**src/rtl/cpu_dbg_pkg.sv**
```systemverilog
// Shared encodings for the run/halt/step debug controller: FSM states,
// host command opcodes and the breakpoint-disable argument value.
package cpu_dbg_pkg;

  typedef enum logic [1:0] {
    S_INIT = 2'd0,
    S_HALT = 2'd1,
    S_RUN  = 2'd2,
    S_STEP = 2'd3
  } state_e;

  typedef enum logic [1:0] {
    CMD_RUN    = 2'd0,
    CMD_HALT   = 2'd1,
    CMD_STEP   = 2'd2,
    CMD_SET_BP = 2'd3
  } cmd_e;

  // Wide enough for any supported PC_W; users take the low PC_W bits.
  localparam logic [63:0] BP_DISABLE = '1;

endpackage

```
**src/rtl/cpu_run_ctrl_bp_compare.sv**
```systemverilog
// Single hardware breakpoint: holds the address, enable and the one-shot
// skip that lets a resumed core execute the instruction it stopped on.
module bp_compare
  import cpu_dbg_pkg::*;
#(
  parameter int PC_W = 32
) (
  input  logic            clk,
  input  logic            rst,
  input  logic            set_bp,
  input  logic [PC_W-1:0] set_arg,
  input  logic            arm_skip,
  input  logic            pc_en,
  input  logic [PC_W-1:0] pc,
  output logic            bp_block
);

  localparam logic [PC_W-1:0] BP_OFF = BP_DISABLE[PC_W-1:0];

  logic [PC_W-1:0] bp_addr_q, bp_addr_d;
  logic            bp_en_q, bp_en_d;
  logic            skip_bp_q, skip_bp_d;

  always_ff @(posedge clk or posedge rst) begin
    if (rst) begin
      bp_addr_q <= '0;
      bp_en_q   <= 1'b0;
      skip_bp_q <= 1'b0;
    end else begin
      bp_addr_q <= bp_addr_d;
      bp_en_q   <= bp_en_d;
      skip_bp_q <= skip_bp_d;
    end
  end

  always_comb begin
    bp_addr_d = bp_addr_q;
    bp_en_d   = bp_en_q;
    skip_bp_d = skip_bp_q;
    if (set_bp) begin
      if (set_arg == BP_OFF) begin
        bp_en_d = 1'b0;
      end else begin
        bp_addr_d = set_arg;
        bp_en_d   = 1'b1;
      end
    end
    // Arming only happens from halt (pc_en=0), so the two never collide.
    if (pc_en)    skip_bp_d = 1'b0;
    if (arm_skip) skip_bp_d = 1'b1;
  end

  assign bp_block = bp_en_q && (pc == bp_addr_q) && !skip_bp_q;

endmodule

```
**src/rtl/cpu_run_ctrl.sv**
```systemverilog
// Run/halt/single-step sequencer for the single-cycle core: gates PCEn,
// stops on breakpoint or invalid instruction, counts retired instructions.
module cpu_run_ctrl
  import cpu_dbg_pkg::*;
#(
  parameter int PC_W     = 32,
  parameter int CNT_W    = 32,
  parameter int RST_HOLD = 4
) (
  input  logic             clk,
  input  logic             rst,
  input  logic             cmd_valid,
  output logic             cmd_ready,
  input  logic [1:0]       cmd_op,
  input  logic [PC_W-1:0]  cmd_arg,
  input  logic [PC_W-1:0]  pc,
  input  logic             invalid_inst,
  output logic             pc_en,
  output logic             halted,
  output logic             bp_hit,
  output logic             err,
  output logic [CNT_W-1:0] retired,
  output logic [1:0]       state
);

  localparam logic [3:0] HOLD_INIT = 4'(RST_HOLD);

  state_e           state_q, state_d;
  logic [3:0]       hold_q, hold_d;
  logic             bp_hit_q, bp_hit_d;
  logic             err_q, err_d;
  logic [CNT_W-1:0] retired_q, retired_d;

  logic accept;
  logic set_bp;
  logic arm_skip;
  logic bp_block;

  bp_compare #(
    .PC_W(PC_W)
  ) u_bp (
    .clk     (clk),
    .rst     (rst),
    .set_bp  (set_bp),
    .set_arg (cmd_arg),
    .arm_skip(arm_skip),
    .pc_en   (pc_en),
    .pc      (pc),
    .bp_block(bp_block)
  );

  always_ff @(posedge clk or posedge rst) begin
    if (rst) begin
      state_q   <= S_INIT;
      hold_q    <= HOLD_INIT;
      bp_hit_q  <= 1'b0;
      err_q     <= 1'b0;
      retired_q <= '0;
    end else begin
      state_q   <= state_d;
      hold_q    <= hold_d;
      bp_hit_q  <= bp_hit_d;
      err_q     <= err_d;
      retired_q <= retired_d;
    end
  end

  always_comb begin
    accept    = cmd_valid && cmd_ready;
    set_bp    = accept && (cmd_op == CMD_SET_BP);
    arm_skip  = 1'b0;
    state_d   = state_q;
    hold_d    = hold_q;
    bp_hit_d  = bp_hit_q;
    err_d     = err_q;
    retired_d = retired_q + CNT_W'(pc_en);
    case (state_q)
      S_INIT: begin
        hold_d = hold_q - 4'd1;
        if (hold_q == 4'd1) state_d = S_HALT;
      end
      S_HALT: begin
        if (accept && (cmd_op == CMD_RUN || cmd_op == CMD_STEP)) begin
          state_d  = (cmd_op == CMD_RUN) ? S_RUN : S_STEP;
          arm_skip = 1'b1;
          bp_hit_d = 1'b0;
          err_d    = 1'b0;
        end
      end
      S_RUN: begin
        // Stop causes are independent; each sets its own sticky flag.
        if (bp_block) begin
          state_d  = S_HALT;
          bp_hit_d = 1'b1;
        end
        if (pc_en && invalid_inst) begin
          state_d = S_HALT;
          err_d   = 1'b1;
        end
        if (accept && cmd_op == CMD_HALT) state_d = S_HALT;
      end
      S_STEP: begin
        state_d = S_HALT;
        if (invalid_inst) err_d = 1'b1;
      end
      default: state_d = S_INIT;
    endcase
  end

  always_comb begin
    pc_en     = ((state_q == S_RUN) && !bp_block) || (state_q == S_STEP);
    cmd_ready = (state_q != S_INIT);
    halted    = (state_q == S_HALT);
  end

  assign bp_hit  = bp_hit_q;
  assign err     = err_q;
  assign retired = retired_q;
  assign state   = state_q;

endmodule

```
**config.mk**
```make
export PLATFORM = sky130hd
export DESIGN_NAME = cpu_run_ctrl
export DESIGN_NICKNAME = d
export VERILOG_FILES = /design/src/rtl/cpu_dbg_pkg.sv /design/src/rtl/cpu_run_ctrl_bp_compare.sv /design/src/rtl/cpu_run_ctrl.sv
export SDC_FILE = /design/constraint.sdc
export NUM_CORES = 1
export LEC_CHECK = 0
export ABC_AREA = 1
export BUFFER_PORTS_ARGS = -buffer_cell sky130_fd_sc_hd__buf_2
export CORE_MARGIN = 2
export CORE_UTILIZATION = 45
export CTS_CLUSTER_SIZE = 28
export DETAILED_ROUTE_END_ITERATION = 10
export PLACE_DENSITY = 0.75
export SYNTH_ARGS = -nofsm -noshare
export SYNTH_HDL_FRONTEND = slang
export SYNTH_SLANG_ARGS = --single-unit
```
**constraint.sdc**
```tcl
create_clock -name clk -period 6.5 [get_ports clk]
set_input_delay 1.3 -clock clk [delete_from_list [all_inputs] [get_ports clk]]
set_output_delay 1.3 -clock clk [all_outputs]
set_load 0.02 [all_outputs]
```
; After elaboration in Yosys (flattened, before gate mapping)
; Cells that the tools add are included.
[classes]
n_reduce_logical = 22
n_addsub = 2
n_bitwise = 1
n_mux = 18
eq_ne = 15
[op_table]
columns = operator, n
row1 = $add A32 B1 Y32, 1
row2 = $eq A32 B32 Y1, 1
row3 = $eq A32 B32 Y1 const B, 1
row4 = $mux W1, 10
row5 = $mux W2, 5
row6 = $eq A2 B2 Y1 const B, 4
row7 = $logic_and A1 B1 Y1, 8
row8 = $ne A2 B2 Y1 const B, 4
row9 = $pmux W2 S4, 1
row10 = $reduce_and A3 Y1, 2
row11 = $reduce_bool A2 Y1, 3
row12 = $eq A2 B1 Y1 const B, 2
row13 = $eq A4 B1 Y1 const B, 1
row14 = $logic_not A2 Y1, 2
row15 = $ne A4 B4 Y1 const B, 1
row16 = $reduce_and A4 Y1, 1
row17 = $sub A4 B1 Y4 const B, 1
row18 = $pmux W1 S3, 1
row19 = $reduce_bool A3 Y1, 1
row20 = $logic_not A1 Y1, 2
row21 = $logic_or A1 B1 Y1, 2
row22 = $ne A2 B1 Y1 const B, 1
row23 = $pmux W1 S2, 1
row24 = $reduce_and A2 Y1, 1
row25 = $not A1 Y1, 1
[word_totals]
regBits = 74
inputBits = 70
out_inout_bits = 39
elab_cells = 66

; Logic depth before layout (Yosys ltp)
[depth]
word_depth = 10
mapped_depth = 20
depth_no_buf = 20

; Hierarchy
; From an unflattened synthesis, not the netlist that was laid out.
[hier_totals]
cells_unflattened = 606
hier_area_um2 = 4297.9
[by_module_without_submodules]
columns = mod, seq_area_each_um2, cells_per_inst, instances, area_per_inst_um2
row1 = cpu_run_ctrl, 1002.2, 289, 1, 2244.7
row2 = bp_compare, 850.8, 317, 1, 2053.2

; Least setup slack after synthesis
; OpenSTA, ideal clock, no wires.
[synth_path]
path_kind = input-to-output
startpoint = input pc[13]
endpoint = output pc_en
stages = 11
slack_ns = 3.074
path_buffers = 0
required_ns = 5.200
t_arrival_ns = 2.126
path_cell_list = inv_1 > nand2_1 > nand2_1 > nor2_1 > nand2_1 > nor2_1 > nand2_1 > nor2_1 > nand3_1 > nand2_1 > inv_1
[synth_between]
elab_chain_len = 6
[synth_lines]
columns = element, line
row1 = from (decl), cpu_run_ctrl.sv:16  ; input logic [PC_W-1:0] pc,
row2 = $eq A32 B32 Y1, cpu_run_ctrl_bp_compare.sv:53  ; assign bp_block = bp_en_q && (pc == bp_addr_q) && !skip_bp_q;
row3 = $logic_and A1 B1 Y1 (2 in series), cpu_run_ctrl_bp_compare.sv:53
row4 = $logic_not A1 Y1, cpu_run_ctrl.sv:111  ; pc_en = ((state_q == S_RUN) && !bp_block) || (state_q == S_STEP);
row5 = $logic_and A1 B1 Y1, cpu_run_ctrl.sv:111
row6 = $logic_or A1 B1 Y1, cpu_run_ctrl.sv:111
row7 = to (decl), cpu_run_ctrl.sv:18  ; output logic pc_en,
; No other way between the ends.

; Final worst setup path
[layout_path]
startpoint = input pc[24]
endpoint = output pc_en
; The elaborated chain is that of the path after synthesis.

==> impl_metrics.env <==
export IMPL_synth_seq_cells=74
export IMPL_dp_hpwl_um=7390
export IMPL_ys_types=29
export IMPL_synthArstFlopShare_pct=100
export IMPL_clk_pin_slew_ns=0.08
export IMPL_dieArea_sq_um=9620
export IMPL_critPathMaxStageDelay_ns=0.20
export IMPL_critPathLaunchType="input pin"
export IMPL_gp_congestion=0.975
export IMPL_crit_top_cell="nand2_1"
export IMPL_hp_start="retired[31]$_DFF_PP0_"
export IMPL_start_util_pct=46.1
export IMPL_period_minus_slack_ns=3.91
export IMPL_layout_nets=692
export IMPL_synthTopCellsByCount="nand2_1, dfrtp_1, inv_1"
export IMPL_cts_setup_buffers=0
export IMPL_leakagePower_nw=2.70
export IMPL_critical_path_class="input pin to primary output"
export IMPL_wl_met3_um=623
export IMPL_cellPowerDensity_nw_per_um2=314
export IMPL_vias_per_cell=5.01
export IMPL_register_area_sq_um=1850
export IMPL_power_share_clock_pct=30.9
export IMPL_postCtsResizedCells=0
export IMPL_synth_top_cell_area_share_pct=45.9
export IMPL_ys_flop_type="dfrtp_1"
export IMPL_die_y_um=98.1
export IMPL_critical_path_required_ns=5.20
export IMPL_ys_seq_area_share_pct=46.5
export IMPL_clk_latency_ns=0.34
export IMPL_hold_class="flop to flop"
export IMPL_grt_max_degree=75
export IMPL_fillers=831
export IMPL_reg2regPathDepth=20
export IMPL_p_sw_share_pct=33.5
export IMPL_cts_path_max_buffers=2
export IMPL_setup_viol=0
export IMPL_n_antenna_cell=0
export IMPL_fin_tns_setup_ns=0
export IMPL_cap_violations=0
export IMPL_synth_area_sq_um=3980
export IMPL_num_vias=3657
export IMPL_syn_avg_cell_area_sq_um=7.89
export IMPL_grt_util_all_layers_pct=21.1
export IMPL_rsz0062_at_grt="false"
export IMPL_end_kind="primary output"
export IMPL_die_width_um=98.1
export IMPL_overflow=0
export IMPL_setup_ws_ns=2.59
export IMPL_min_to="retired[31]$_DFF_PP0_"
export IMPL_yosysMostFrequentCell="nand2_1"
export IMPL_cts_made_buffers=9
export IMPL_status="completed"
export IMPL_power_total_w=0.00154
export IMPL_layout_drive_gt1_share_pct=23.5
export IMPL_wl_met1_um=4270
export IMPL_drt_wirelength_per_cell_um=13.3
export IMPL_yosys_warnings=0
export IMPL_rows=34
export IMPL_synth_edff_count=0
export IMPL_holdBufCountCts=0
export IMPL_dpl_worst_slack_ns=2.56
export IMPL_cts_sinks=74
export IMPL_routed_wl_um=9690
export IMPL_grt_pass1_wl_um=16600
export IMPL_crit_buf_inv=3
export IMPL_cts_max_level=3
export IMPL_tightest_slew_ns=0.984
export IMPL_rrSetupSlack_ns=3.79
export IMPL_io_pins=109
export IMPL_combPwrFrac_pct=25.2
export IMPL_mappedNetlistNets=580
export IMPL_path_cells="buf_2, nand2_1, nand2_1, nor2_1, nand2_1, nor2_1, nand2_1, nor2_1, nand3_1, nand2_1, inv_1, buf_2"
export IMPL_synth_top_cell_by_area="dfrtp_1"
export IMPL_path_max_fanout=3
export IMPL_p_int_w=0.00102
export IMPL_r2r_start="u_bp.bp_addr_q[24]$_DFFE_PP0P_"
export IMPL_highest_layer="met4"
export IMPL_synthCells=505
export IMPL_finalCritPeriodShare_pct=60.1
export IMPL_wl_met2_um=4660
export IMPL_ant_nets=0
export IMPL_fin_worst_skew_ns=0.0121
export IMPL_multi_input_area_sq_um=1870
export IMPL_switching_power_w=0.000516
export IMPL_critical_path_top_delay_family="simple AND/OR/NAND/NOR gates"
export IMPL_r2r_end="retired[26]$_DFF_PP0_"
export IMPL_final_hold_viol_count=0
export IMPL_io_buffer_count=108
export IMPL_holdWs_ns=0.477
export IMPL_max_freq_mhz=256
export IMPL_maxSlewViolCount=0
export IMPL_seqPwrFrac_pct=43.9
export IMPL_drc=0
export IMPL_cts_tree="built"
export IMPL_grt_pass1_vias=3555
export IMPL_drt_iter0_drc=190
export IMPL_ys_top_cells_by_area="dfrtp_1, nand2_1, nand3_1"
export IMPL_ir_drop_mv=0.131
export IMPL_critPathSlowestCell="nor2_1"
export IMPL_relSlewSlack_pct=34.2
export IMPL_whs_path_depth=1
export IMPL_first_pass_iters=4
export IMPL_antenna_found_initial=0
export IMPL_core_sq_um=8640
export IMPL_crit_arrival_ns=2.61
export IMPL_cts_root_buf="clkbuf_8"
export IMPL_areaGrowthSynthToFinish_pct=23.0
## metrics by stage
stage | util [%] | area [sq um] | cells
6_report | 56.7 | 4900 | 730
5_1_grt | 56.7 | 4900 | 730
4_1_cts | 56.7 | 4900 | 730
3_5_place_dp | 53.6 | 4630 | 714
3_3_place_gp | 53.6 | 4630 | 714
2_1_floorplan | - | 3980 | 505
## logic make-up after synthesis
kind of cell	synth area share [%]
adder cells (fa/ha/maj)	1.57
AND/OR/NAND/NOR	35.4
flip-flops	46.5
buffers and inverters	6.53
XOR/XNOR	9.21
AO/OA/AOI/OAI	0.785
## per-layer routing
metal / vias to the layer above / track usage [%]
li1: 1824 / -
met1: 1689 / 28.3
met2: 131 / 35.0
met3: 13 / 3.72
met4: 0 / 6.52
met5: - / 0
## worst register-to-register path, cell delays in order (launching register included)
cell and delay (ns):
dfrtp_1 0.39, inv_1 0.05, nand2_1 0.06, nand2_1 0.05, nor2_1 0.15, nand2_1 0.07, nor2_1 0.11, nand2_1 0.05
nor2_1 0.20, nand3_1 0.13, nand2_1 0.12, inv_1 0.09, ha_1 0.19, ha_1 0.21, nand3_2 0.15, nor3_4 0.06
nand4_2 0.11, clkinv_2 0.11, nand2_1 0.10, nor2_1 0.06, xor2_1 0.13
## cell usage in the layout, fill, tap and decap left out, types with 9 or more instances in the layout
cell,count
inv_1,54
nor2_1,49
nand4_1,19
dfrtp_1,73
nor3_1,15
nand2_1,164
xnor2_1,19
clkbuf_8,9
buf_2,108
xor2_1,21
nand3_1,42
## layout make-up
class / instances / area share [%]
clock buffers: 10 / 2.61
flip-flops and latches: 74 / 37.8
well taps: 108 / 2.76
clock inverters: 6 / 2.81
repair buffers: 110 / 11.3
multi-input cells: 364 / 38.2
inverters: 58 / 4.47
## how the worst max path moves through the flow
stage	from	to	depth (start not counted)
after CTS	pc[24]	pc_en	12
after floorplan	pc[13]	pc_en	11
after detailed placement	pc[24]	pc_en	12
after global routing	pc[24]	pc_en	13
final	pc[24]	pc_en	12
after global placement	pc[21]	pc_en	13
## sequential cells by signal, indices dropped and copies added (netlist names)
signal and cells:
u_bp.skip_bp_q 1, u_bp.bp_addr_q 32, u_bp.bp_en_q 1, err 1, hold_q 4, state 2
bp_hit 1, retired 32
## power groups by stage
stage	Clock (W)	Combinational [W]	Sequential [W]
global placement	0	0.000382	0.000678
global route	0.000507	0.000446	0.000696
CTS	0.000484	0.000396	0.000676
floorplan	0	0.000244	0.000698
detailed placement	0	0.000393	0.000685
finish	0.000475	0.000388	0.000676
(Power assumes the default switching activity.)
